==> src/rtl/evt_watchdog_pkg.sv <==
// Shared types and constants for the multi-channel event watchdog.
package evt_watchdog_pkg;

    typedef enum logic [1:0] {
        IDLE = 2'd0,
        WAIT = 2'd1,
        DONE = 2'd2
    } wd_state_t;

    typedef enum logic [1:0] {
        PASS = 2'd0,
        TMO  = 2'd1,
        MIS  = 2'd2
    } wd_result_t;

    localparam logic [7:0] ACK_POS = 8'hA5;
    localparam logic [7:0] ACK_NEG = 8'h5A;

endpackage

==> src/rtl/evt_watchdog_if.sv <==
// Arm/event inputs and status outputs of the watchdog, grouped as one bundle.
interface evt_watchdog_if #(
    parameter int NUM_CH = 4,
    parameter int DATA_W = 8
);
    logic [NUM_CH-1:0]        arm;
    logic [NUM_CH-1:0]        chk_en;
    logic [NUM_CH*DATA_W-1:0] exp_data;
    logic [NUM_CH-1:0]        evt;
    logic [NUM_CH*DATA_W-1:0] evt_data;
    logic                     clr;
    logic [NUM_CH-1:0]        busy;
    logic [NUM_CH-1:0]        pass;
    logic [NUM_CH-1:0]        fail;
    logic [NUM_CH-1:0]        tmo_err;
    logic [NUM_CH-1:0]        mis_err;
    logic [7:0]               err_cnt;

    modport master (
        output arm, chk_en, exp_data, evt, evt_data, clr,
        input  busy, pass, fail, tmo_err, mis_err, err_cnt
    );

    modport slave (
        input  arm, chk_en, exp_data, evt, evt_data, clr,
        output busy, pass, fail, tmo_err, mis_err, err_cnt
    );
endinterface

==> src/rtl/evt_watch_ch.sv <==
// One watchdog channel: arm capture, cycle budget counter, rising-edge detect
// and a registered one-cycle pass/fail result.
module evt_watch_ch
    import evt_watchdog_pkg::*;
#(
    parameter int               DATA_W  = 8,
    parameter int               CNT_W   = 24,
    parameter logic [CNT_W-1:0] TIMEOUT = 24'd1_000_000
) (
    input  logic              clk,
    input  logic              rst_n,
    input  logic              arm,
    input  logic              chk_en,
    input  logic [DATA_W-1:0] exp_data,
    input  logic              evt,
    input  logic [DATA_W-1:0] evt_data,
    output logic              busy,
    output logic              pass,
    output logic              fail,
    output wd_result_t        result
);
    localparam logic [CNT_W-1:0] TERM = TIMEOUT - CNT_W'(1);

    wd_state_t         state;
    logic [CNT_W-1:0]  cnt;
    logic              chk_q;
    logic              evt_q;
    logic [DATA_W-1:0] exp_q;
    logic              rise;
    logic              mismatch;

    assign rise     = evt & ~evt_q;
    assign mismatch = chk_q && (evt_data != exp_q);

    // Payload reference is pure data; it is only meaningful while chk_q is set.
    always_ff @(posedge clk) begin
        if (arm) exp_q <= exp_data;
    end

    always_ff @(posedge clk or negedge rst_n) begin
        if (!rst_n) begin
            state  <= IDLE;
            cnt    <= '0;
            chk_q  <= 1'b0;
            evt_q  <= 1'b0;
            busy   <= 1'b0;
            pass   <= 1'b0;
            fail   <= 1'b0;
            result <= PASS;
        end else begin
            evt_q <= evt;
            pass  <= 1'b0;
            fail  <= 1'b0;
            if (arm) chk_q <= chk_en;
            case (state)
                WAIT: begin
                    if (arm) begin
                        cnt <= '0;
                    end else if (rise) begin
                        state  <= DONE;
                        busy   <= 1'b0;
                        pass   <= ~mismatch;
                        fail   <= mismatch;
                        result <= mismatch ? MIS : PASS;
                    end else if (cnt == TERM) begin
                        state  <= DONE;
                        busy   <= 1'b0;
                        fail   <= 1'b1;
                        result <= TMO;
                    end else begin
                        cnt <= cnt + CNT_W'(1);
                    end
                end
                default: begin
                    // IDLE and DONE both accept a new arm; DONE otherwise lasts one cycle.
                    if (arm) begin
                        cnt   <= '0;
                        state <= WAIT;
                        busy  <= 1'b1;
                    end else begin
                        state <= IDLE;
                    end
                end
            endcase
        end
    end

endmodule

==> src/rtl/evt_watchdog.sv <==
// Multi-channel event watchdog top: per-channel watchers plus sticky error
// flags and a saturating failure counter.
module evt_watchdog
    import evt_watchdog_pkg::*;
#(
    parameter int               NUM_CH  = 4,
    parameter int               DATA_W  = 8,
    parameter int               CNT_W   = 24,
    parameter logic [CNT_W-1:0] TIMEOUT = 24'd1_000_000
) (
    input  logic          clk,
    input  logic          rst_n,
    evt_watchdog_if.slave bus
);
    logic [NUM_CH-1:0] busy_v;
    logic [NUM_CH-1:0] pass_v;
    logic [NUM_CH-1:0] fail_v;
    logic [NUM_CH-1:0] tmo_v;
    logic [NUM_CH-1:0] mis_v;
    wd_result_t        res_v [NUM_CH];
    logic [NUM_CH-1:0] tmo_err_q;
    logic [NUM_CH-1:0] mis_err_q;
    logic [7:0]        err_cnt_q;
    logic [7:0]        fail_cnt;

    function automatic logic [7:0] popcount(input logic [NUM_CH-1:0] v);
        logic [7:0] n;
        n = '0;
        for (int i = 0; i < NUM_CH; i++) n = n + 8'(v[i]);
        return n;
    endfunction

    function automatic logic [7:0] sat_add(input logic [7:0] a, input logic [7:0] b);
        logic [8:0] s;
        s = {1'b0, a} + {1'b0, b};
        return s[8] ? 8'hFF : s[7:0];
    endfunction

    for (genvar i = 0; i < NUM_CH; i++) begin : g_ch
        evt_watch_ch #(
            .DATA_W  (DATA_W),
            .CNT_W   (CNT_W),
            .TIMEOUT (TIMEOUT)
        ) u_ch (
            .clk      (clk),
            .rst_n    (rst_n),
            .arm      (bus.arm[i]),
            .chk_en   (bus.chk_en[i]),
            .exp_data (bus.exp_data[i*DATA_W +: DATA_W]),
            .evt      (bus.evt[i]),
            .evt_data (bus.evt_data[i*DATA_W +: DATA_W]),
            .busy     (busy_v[i]),
            .pass     (pass_v[i]),
            .fail     (fail_v[i]),
            .result   (res_v[i])
        );
        assign tmo_v[i] = fail_v[i] && (res_v[i] == TMO);
        assign mis_v[i] = fail_v[i] && (res_v[i] == MIS);
    end

    assign fail_cnt = popcount(fail_v);

    // A flag set or new failures in the same cycle as clr survive the clear.
    always_ff @(posedge clk or negedge rst_n) begin
        if (!rst_n) begin
            tmo_err_q <= '0;
            mis_err_q <= '0;
            err_cnt_q <= '0;
        end else if (bus.clr) begin
            tmo_err_q <= tmo_v;
            mis_err_q <= mis_v;
            err_cnt_q <= fail_cnt;
        end else begin
            tmo_err_q <= tmo_err_q | tmo_v;
            mis_err_q <= mis_err_q | mis_v;
            err_cnt_q <= sat_add(err_cnt_q, fail_cnt);
        end
    end

    assign bus.busy    = busy_v;
    assign bus.pass    = pass_v;
    assign bus.fail    = fail_v;
    assign bus.tmo_err = tmo_err_q;
    assign bus.mis_err = mis_err_q;
    assign bus.err_cnt = err_cnt_q;

endmodule

==> src/flat_wrapper.sv <==
// flat-port wrapper written by rule: the top's interface ports become plain ports
module evt_watchdog_flat import evt_watchdog_pkg::*;
#(
    parameter int               NUM_CH  = 4,
    parameter int               DATA_W  = 8,
    parameter int               CNT_W   = 24,
    parameter logic [CNT_W-1:0] TIMEOUT = 24'd1_000_000
)
  (clk, rst_n, bus_arm, bus_chk_en, bus_exp_data, bus_evt, bus_evt_data, bus_clr, bus_busy, bus_pass, bus_fail, bus_tmo_err, bus_mis_err, bus_err_cnt);
  evt_watchdog_if #(.NUM_CH(NUM_CH), .DATA_W(DATA_W)) bus_i ();
  input  logic clk;
  input  logic rst_n;
  input wire logic [$bits(bus_i.arm)-1:0] bus_arm;
  input wire logic [$bits(bus_i.chk_en)-1:0] bus_chk_en;
  input wire logic [$bits(bus_i.exp_data)-1:0] bus_exp_data;
  input wire logic [$bits(bus_i.evt)-1:0] bus_evt;
  input wire logic [$bits(bus_i.evt_data)-1:0] bus_evt_data;
  input wire logic [$bits(bus_i.clr)-1:0] bus_clr;
  output wire logic [$bits(bus_i.busy)-1:0] bus_busy;
  output wire logic [$bits(bus_i.pass)-1:0] bus_pass;
  output wire logic [$bits(bus_i.fail)-1:0] bus_fail;
  output wire logic [$bits(bus_i.tmo_err)-1:0] bus_tmo_err;
  output wire logic [$bits(bus_i.mis_err)-1:0] bus_mis_err;
  output wire logic [$bits(bus_i.err_cnt)-1:0] bus_err_cnt;
  assign bus_i.arm = bus_arm;
  assign bus_i.chk_en = bus_chk_en;
  assign bus_i.exp_data = bus_exp_data;
  assign bus_i.evt = bus_evt;
  assign bus_i.evt_data = bus_evt_data;
  assign bus_i.clr = bus_clr;
  assign bus_busy = bus_i.busy;
  assign bus_pass = bus_i.pass;
  assign bus_fail = bus_i.fail;
  assign bus_tmo_err = bus_i.tmo_err;
  assign bus_mis_err = bus_i.mis_err;
  assign bus_err_cnt = bus_i.err_cnt;
  evt_watchdog #(.NUM_CH(NUM_CH), .DATA_W(DATA_W), .CNT_W(CNT_W), .TIMEOUT(TIMEOUT)) u_core (.clk(clk), .rst_n(rst_n), .bus(bus_i));
endmodule
==> config.mk <==
export PLATFORM = sky130hd
export DESIGN_NAME = evt_watchdog_flat
export DESIGN_NICKNAME = d
export VERILOG_FILES = /design/src/rtl/evt_watchdog_pkg.sv /design/src/rtl/evt_watchdog_if.sv /design/src/rtl/evt_watch_ch.sv /design/src/rtl/evt_watchdog.sv /design/src/flat_wrapper.sv
export SDC_FILE = /design/constraint.sdc
export NUM_CORES = 1
export LEC_CHECK = 0
export BUFFER_PORTS_ARGS = -buffer_cell sky130_fd_sc_hd__buf_2
export CORE_UTILIZATION = 25
export CTS_CLUSTER_DIAMETER = 150
export DETAILED_ROUTE_END_ITERATION = 10
export PLACE_DENSITY = 0.51
export SYNTH_ARGS = -nofsm -noshare
export SYNTH_HDL_FRONTEND = slang
export SYNTH_SLANG_ARGS = --single-unit
==> constraint.sdc <==
create_clock -name clk -period 3.3 [get_ports clk]
set_clock_uncertainty 0.05 [all_clocks]
set_input_delay 0 -clock clk [delete_from_list [all_inputs] [get_ports clk]]
set_output_delay 0 -clock clk [all_outputs]
set_load 0.05 [all_outputs]
== Yosys cells after proc, flatten, opt, wreduce, memory -nomap -nowiden ==
Cells that the tools add are included.

* RAM bits: 0
* Memories kept: 0
* Register bits: 180
* Input bits: 79
* Bits in latches: 0
* ROM bits: 0

* Mux-type cells: 104
* Multiply operators: 0
* Shift operators: 0
* Bitwise gates (word level): 18
* Reduce and logical (&&, ||, !) cells: 40
* Magnitude comparators: 0
* Equal/unequal tests: 36
* Divide/modulo/power cells: 0
* Add/subtract/negate cells: 8

{| class="wikitable"
|+ Operator list
! cell !! count
|-
| $mux 24 || 20
|-
| $add 24x1->24 const B || 4
|-
| $eq 24x20->1 const B || 4
|-
| $mux 2 || 28
|-
| $mux 1 || 52
|-
| $reduce_and 3->1 || 12
|-
| $ne 8x8->1 || 4
|-
| $ne 2x2->1 const B || 12
|-
| $add 8x1->8 || 2
|-
| $eq 2x1->1 const B || 8
|-
| $mux 8 || 2
|-
| $reduce_bool 2->1 || 8
|-
| $logic_and 1x1->1 || 12
|-
| $ne 3x3->1 const B || 4
|-
| $not 1->1 || 12
|-
| $reduce_bool 3->1 || 4
|-
| $add 8x8->9 || 1
|-
| $eq 2x2->1 const B || 4
|-
| $mux 4 || 2
|-
| $or 4x4->4 || 2
|-
| $reduce_and 2->1 || 4
|-
| $and 1x1->1 || 4
|-
| $add 1x1->2 || 1
|}

== Longest topological paths before layout ==
* Depth after elaboration: 6
* Depth in mapped cells: 12
* Gate-level depth less buffers: 12

== By module ==
Synthesis repeated with hierarchy kept, for this count alone.

* Cells, all modules: 984
* Area, all modules: 10,338.7 µm²

{| class="wikitable"
|+ Modules (own cells, without submodules)
! module !! instances !! area each (µm²) !! sequential area each (µm²) !! cells an instance
|-
| evt_watch_ch || 4 || 2,357.3 || 1,066.0 || 224
|-
| evt_watchdog || 1 || 909.6 || 400.4 || 88
|}

== Worst setup path before layout ==
No wires, ideal clock.

* Kind: register to register
* From: register u_core.g_ch[1].u_ch.fail
* To: register u_core.err_cnt_q[2], in the netlist u_core.bus.err_cnt[2]
* Arrival: 2,695 ps
* Period minus slack after synthesis: 2,809 ps
* Stages on the path, launching flop included: 13
* Data required time: 3,186 ps
* Path slack: 491 ps
* Cell sequence: dfrtp_1 ha_1 inv_1 fa_1 inv_1 ha_1 inv_1 fa_1 nor2b_1 o2111ai_1 or2_2 o21ai_0 mux2_2

* Word-level cells in the longest chain between the ends: 6

{| class="wikitable"
|+ Ends and longest elaborated chain
! what !! RTL line !! RTL
|-
| start: declaration || evt_watch_ch.sv:19 || <nowiki>output logic fail,</nowiki>
|-
| start signal: assignment || evt_watch_ch.sv:63 || <nowiki>fail <= mismatch;</nowiki>
|-
| $add 1x1->2 (*) || evt_watchdog.sv:29 || <nowiki>for (int i = 0; i < NUM_CH; i++) n = n + 8'(v[i]);</nowiki>
|-
| $add 8x1->8 (*) (2 in series) || evt_watchdog.sv:29 ||
|-
| $add 8x8->9 || evt_watchdog.sv:35 || <nowiki>s = {1'b0, a} + {1'b0, b};</nowiki>
|-
| $mux 8 || evt_watchdog.sv:36 || <nowiki>return s[8] ? 8'hFF : s[7:0];</nowiki>
|-
| $mux 8 (*) || evt_watchdog.sv:69 || <nowiki>end else if (bus.clr) begin</nowiki>
|-
| end signal: assignment || evt_watchdog.sv:72 || <nowiki>err_cnt_q <= fail_cnt;</nowiki>
|-
| end signal: assignment || evt_watchdog.sv:76 || <nowiki>err_cnt_q <= sat_add(err_cnt_q, fail_cnt);</nowiki>
|-
| end: declaration || evt_watchdog.sv:23 || <nowiki>logic [7:0] err_cnt_q;</nowiki>
|}

Every way passes the cells marked *; elsewhere a longest branch is shown, timed or not.
A chain may end at the register's enable or synchronous reset.

== Worst setup path after layout ==
Same ends and word-level chain as after synthesis.

==> flow_metrics.tcl <==
set metrics [dict create \
    fin_area_sq_mm 0.01167 \
    p_per_area_mw_per_mm2 512.5 \
    comb_power_share_pct 24.1 \
    cts_sinks 180 \
    finalSetupViolations 0 \
    power_frac_seq_pct 43.0 \
    hold_viol_final 0 \
    path_cells "ha_1, inv_1, fa_1, inv_1, ha_1, inv_1, fa_1, nor2b_1, o2111ai_1, or2_2, o21ai_0, mux2_2" \
    dp.cells 1561 \
    grt_overflow 0 \
    crit_slowest_cell "fa_1" \
    synth_area_sq_mm 0.009598 \
    cts_buffers 17 \
    clockBufferDepth 2 \
    hold_buffers 48 \
    first_pass_iters 5 \
    p_leak_nw 4.790 \
    synth.distinct_cells 74 \
    grt_pass1_wl_mm 38.54 \
    io_buffer_count 106 \
    crit_path_end_kind "flip-flop" \
    cp_top_family "adder cells" \
    synth_top_area_share_pct 38.59 \
    antenna_found_initial 0 \
    die_area_sq_mm 0.03918 \
    num_rows 71 \
    synth.net_count 1078 \
    fmax_mhz 327.2 \
    critical_path_buf_inv_count 3 \
    yosysSeqAreaShare_pct 48.60 \
    cap_viol_max_count 0 \
    root_buffer "clkbuf_16" \
    area_growth_pct 21.56 \
    cts_resized 0 \
    ff_latch_area_sq_mm 0.004664 \
    whs_ns 0.05285 \
    drt-initial-drc-count 515 \
    cp_data_arrival_time_ns 3.38 \
    post_cts_buffers 0 \
    gp_congestion 0.7614 \
    finalMaxSlewViolations 0 \
    sw_frac_of_total_pct 33.90 \
    n_antenna_cell 0 \
    route.detailed.drc 0 \
    fin_util_pct 30.90 \
    final.fill_count 3884 \
    p_clk_share_pct 32.9 \
    grt_pass1_vias 7627 \
    drtAntennaViolNets 0 \
    die_h_um 197.9 \
    vdd_drop_max_mv 0.4157 \
    crit_required_ns 3.63 \
    htreeDepth 4 \
    avgRoutedWirePerCell_um 14.04 \
    routed_wl_mm 23.05 \
    path_clk_slew_ns 0.08 \
    slew-limit-headroom_pct 40.62 \
    multiInputGateArea_sq_mm 0.004504 \
    synthFlopType "dfrtp_1" \
    synth_area_leaders "dfrtp_1 39%, edfxtp_1 10%, o21ai_0 5.5%" \
    grt_max_degree 62 \
    vias_per_cell 4.740 \
    cp_common_cell "inv_1" \
    fin_crit_sh_pct 92.60 \
    fp.coreArea_sq_mm 0.03776 \
    hold_path.class "input pin to asynchronous set/reset pin" \
    async_flop_share_pct 82.22 \
    num_vias 7779 \
    start_kind "flip-flop" \
    ios 107 \
    grt_setup_unrepaired "no" \
    initial_core_util_pct 25.42 \
    r2r_slack_ns 0.24 \
    internal_power_mw 3.952 \
    critPathMaxFanout 5 \
    ys.warnings.count 0 \
    stdcell_count 1641 \
    drive_gt1_share_pct 16.73 \
    postPlaceCellArea_sq_mm 0.01064 \
    dp_hpwl_mm 15.44 \
    fin_crit_ns 3.056 \
    status "finished clean" \
    cts_tree "done" \
    clock_latency_ns 0.44 \
    die_w_um 197.9 \
    synth_top_cell_by_area "dfrtp_1" \
    worstMarginPinSlew_ns 0.8832 \
    grtUsageTotal_pct 12.21 \
    ys_ff_latch 180 \
    setup_tns_ns 0 \
    crit_path_max_incr_delay_ns 0.44 \
    p_sw_mw 2.027 \
    final_nets 1219 \
    synth_area_per_cell_sq_um 9.834 \
    worstSetupPathType "flip-flop to flip-flop" \
    syn-instance-count 976 \
    synth-edff-count 32 \
]
-- cells in the mapped netlist, types with 5 or more instances --
cell type	instances
a21oi_1	45
a31oi_1	25
a41oi_1	5
and2_1	10
and3_1	24
buf_2	8
buf_4	13
clkbuf_1	24
dfrtp_1	148
edfxtp_1	32
ha_1	21
inv_1	38
mux2_2	9
mux2i_1	5
nand2_1	77
nand2b_1	13
nand3_1	48
nand4_1	29
nor2_1	55
nor2b_1	10
nor3_1	24
nor4_1	11
nor4b_1	7
o211ai_1	6
o21a_1	7
o21ai_0	105
o21ai_2	6
o31ai_1	43
or3_1	11
xnor2_1	17
xor2_1	18
-- layer usage --
layer	GRT usage (%)	vias to the layer above	routed length, um
met1	15.96	3721	11140
met4	3.503	0	249
li1	-	3894	-
met5	0	-	0
met2	20.10	148	10780
met3	2.742	16	870
-- flip-flops by register name, indices dropped and copies added (netlist names) --
name and cells:
u_core.bus.tmo_err 4, u_core.bus.mis_err 4, u_core.g_ch.u_ch.chk_q 4, u_core.g_ch.u_ch.cnt 96, u_core.g_ch.u_ch.busy 4, u_core.g_ch.u_ch.pass 4, u_core.g_ch.u_ch.exp_q 32, u_core.bus.err_cnt 8
u_core.g_ch.u_ch.fail 4, u_core.g_ch.u_ch.state 8, u_core.g_ch.u_ch.result 8, u_core.g_ch.u_ch.evt_q 4
-- per-stage QoR --
| stage | power, mW | worst slack (ns) |
|---|---|---|
| 6_report | 5.979 | 0.2441 |
| 5_1_grt | 6.332 | 0.04015 |
| 4_1_cts | 6.070 | 0.2136 |
| 3_5_place_dp | 4.028 | 0.2362 |
| 3_3_place_gp | 4.018 | 0.2651 |
| 2_1_floorplan | 3.659 | 0.4907 |
-- cells by family (layout without fill, tap and decap cells) --
group	Yosys count	after routing	share of synthesized area, %
buffers and inverters	88	242	4.471
adder cells (fa/ha/maj)	23	23	3.155
multiplexers	15	15	1.734
AO/OA/AOI/OAI	288	288	19.36
flip-flops	180	180	48.60
AND/OR/NAND/NOR	347	347	19.49
XOR/XNOR	35	35	3.194
-- path summary, 6_finish.rpt --
path,cells past startpoint,endpoint,start
worst min-delay path,2,u_core.g_ch[2].u_ch.state[0]$_DFFE_PN0P_,rst_n
worst max register to register,12,u_core.bus.err_cnt[2]$_DFF_PN0_,u_core.g_ch[1].u_ch.fail$_DFF_PN0_
max in group asynchronous,3,u_core.g_ch[1].u_ch.busy$_DFFE_PN0P_,rst_n
min in group clk,5,u_core.g_ch[0].u_ch.result[1]$_DFFE_PN0P_,bus_evt_data[3]
worst min register to register,2,u_core.g_ch[1].u_ch.state[1]$_DFFE_PN0P_,u_core.g_ch[1].u_ch.state[1]$_DFFE_PN0P_
worst max-delay path,12,u_core.bus.err_cnt[2]$_DFF_PN0_,u_core.g_ch[1].u_ch.fail$_DFF_PN0_
-- cell usage in the layout, fill, tap and decap left out, drive strengths merged, types with 25 or more instances in the layout --
cell type / instances
nand3: 48
o21ai: 115
nor2: 55
dlygate4sd3: 48
nand4: 30
buf: 124
o31ai: 43
inv: 44
nand2: 77
dfrtp: 148
a21oi: 45
a31oi: 25
edfxtp: 32
-- power by group through the flow --
stage | Sequential [mW] | Clock [mW] | Combinational, mW
global route | 2.60 | 2.12 | 1.61
finish | 2.57 | 1.96 | 1.44
detailed placement | 2.62 | 0 | 1.41
floorplan | 2.62 | 0 | 1.04
CTS | 2.57 | 2.04 | 1.46
global placement | 2.62 | 0 | 1.40
-- area by class of cell --
cell class	count	share of cell area, %
Multi-Input combinational cell	708	38.61
Timing Repair Buffer	172	9.984
Inverter	38	1.223
Clock buffer	18	3.678
Sequential cell	180	39.98
Tap cell	511	5.480
Clock inverter	14	1.051
No activity file was read; power rests on OpenSTA's default activity.
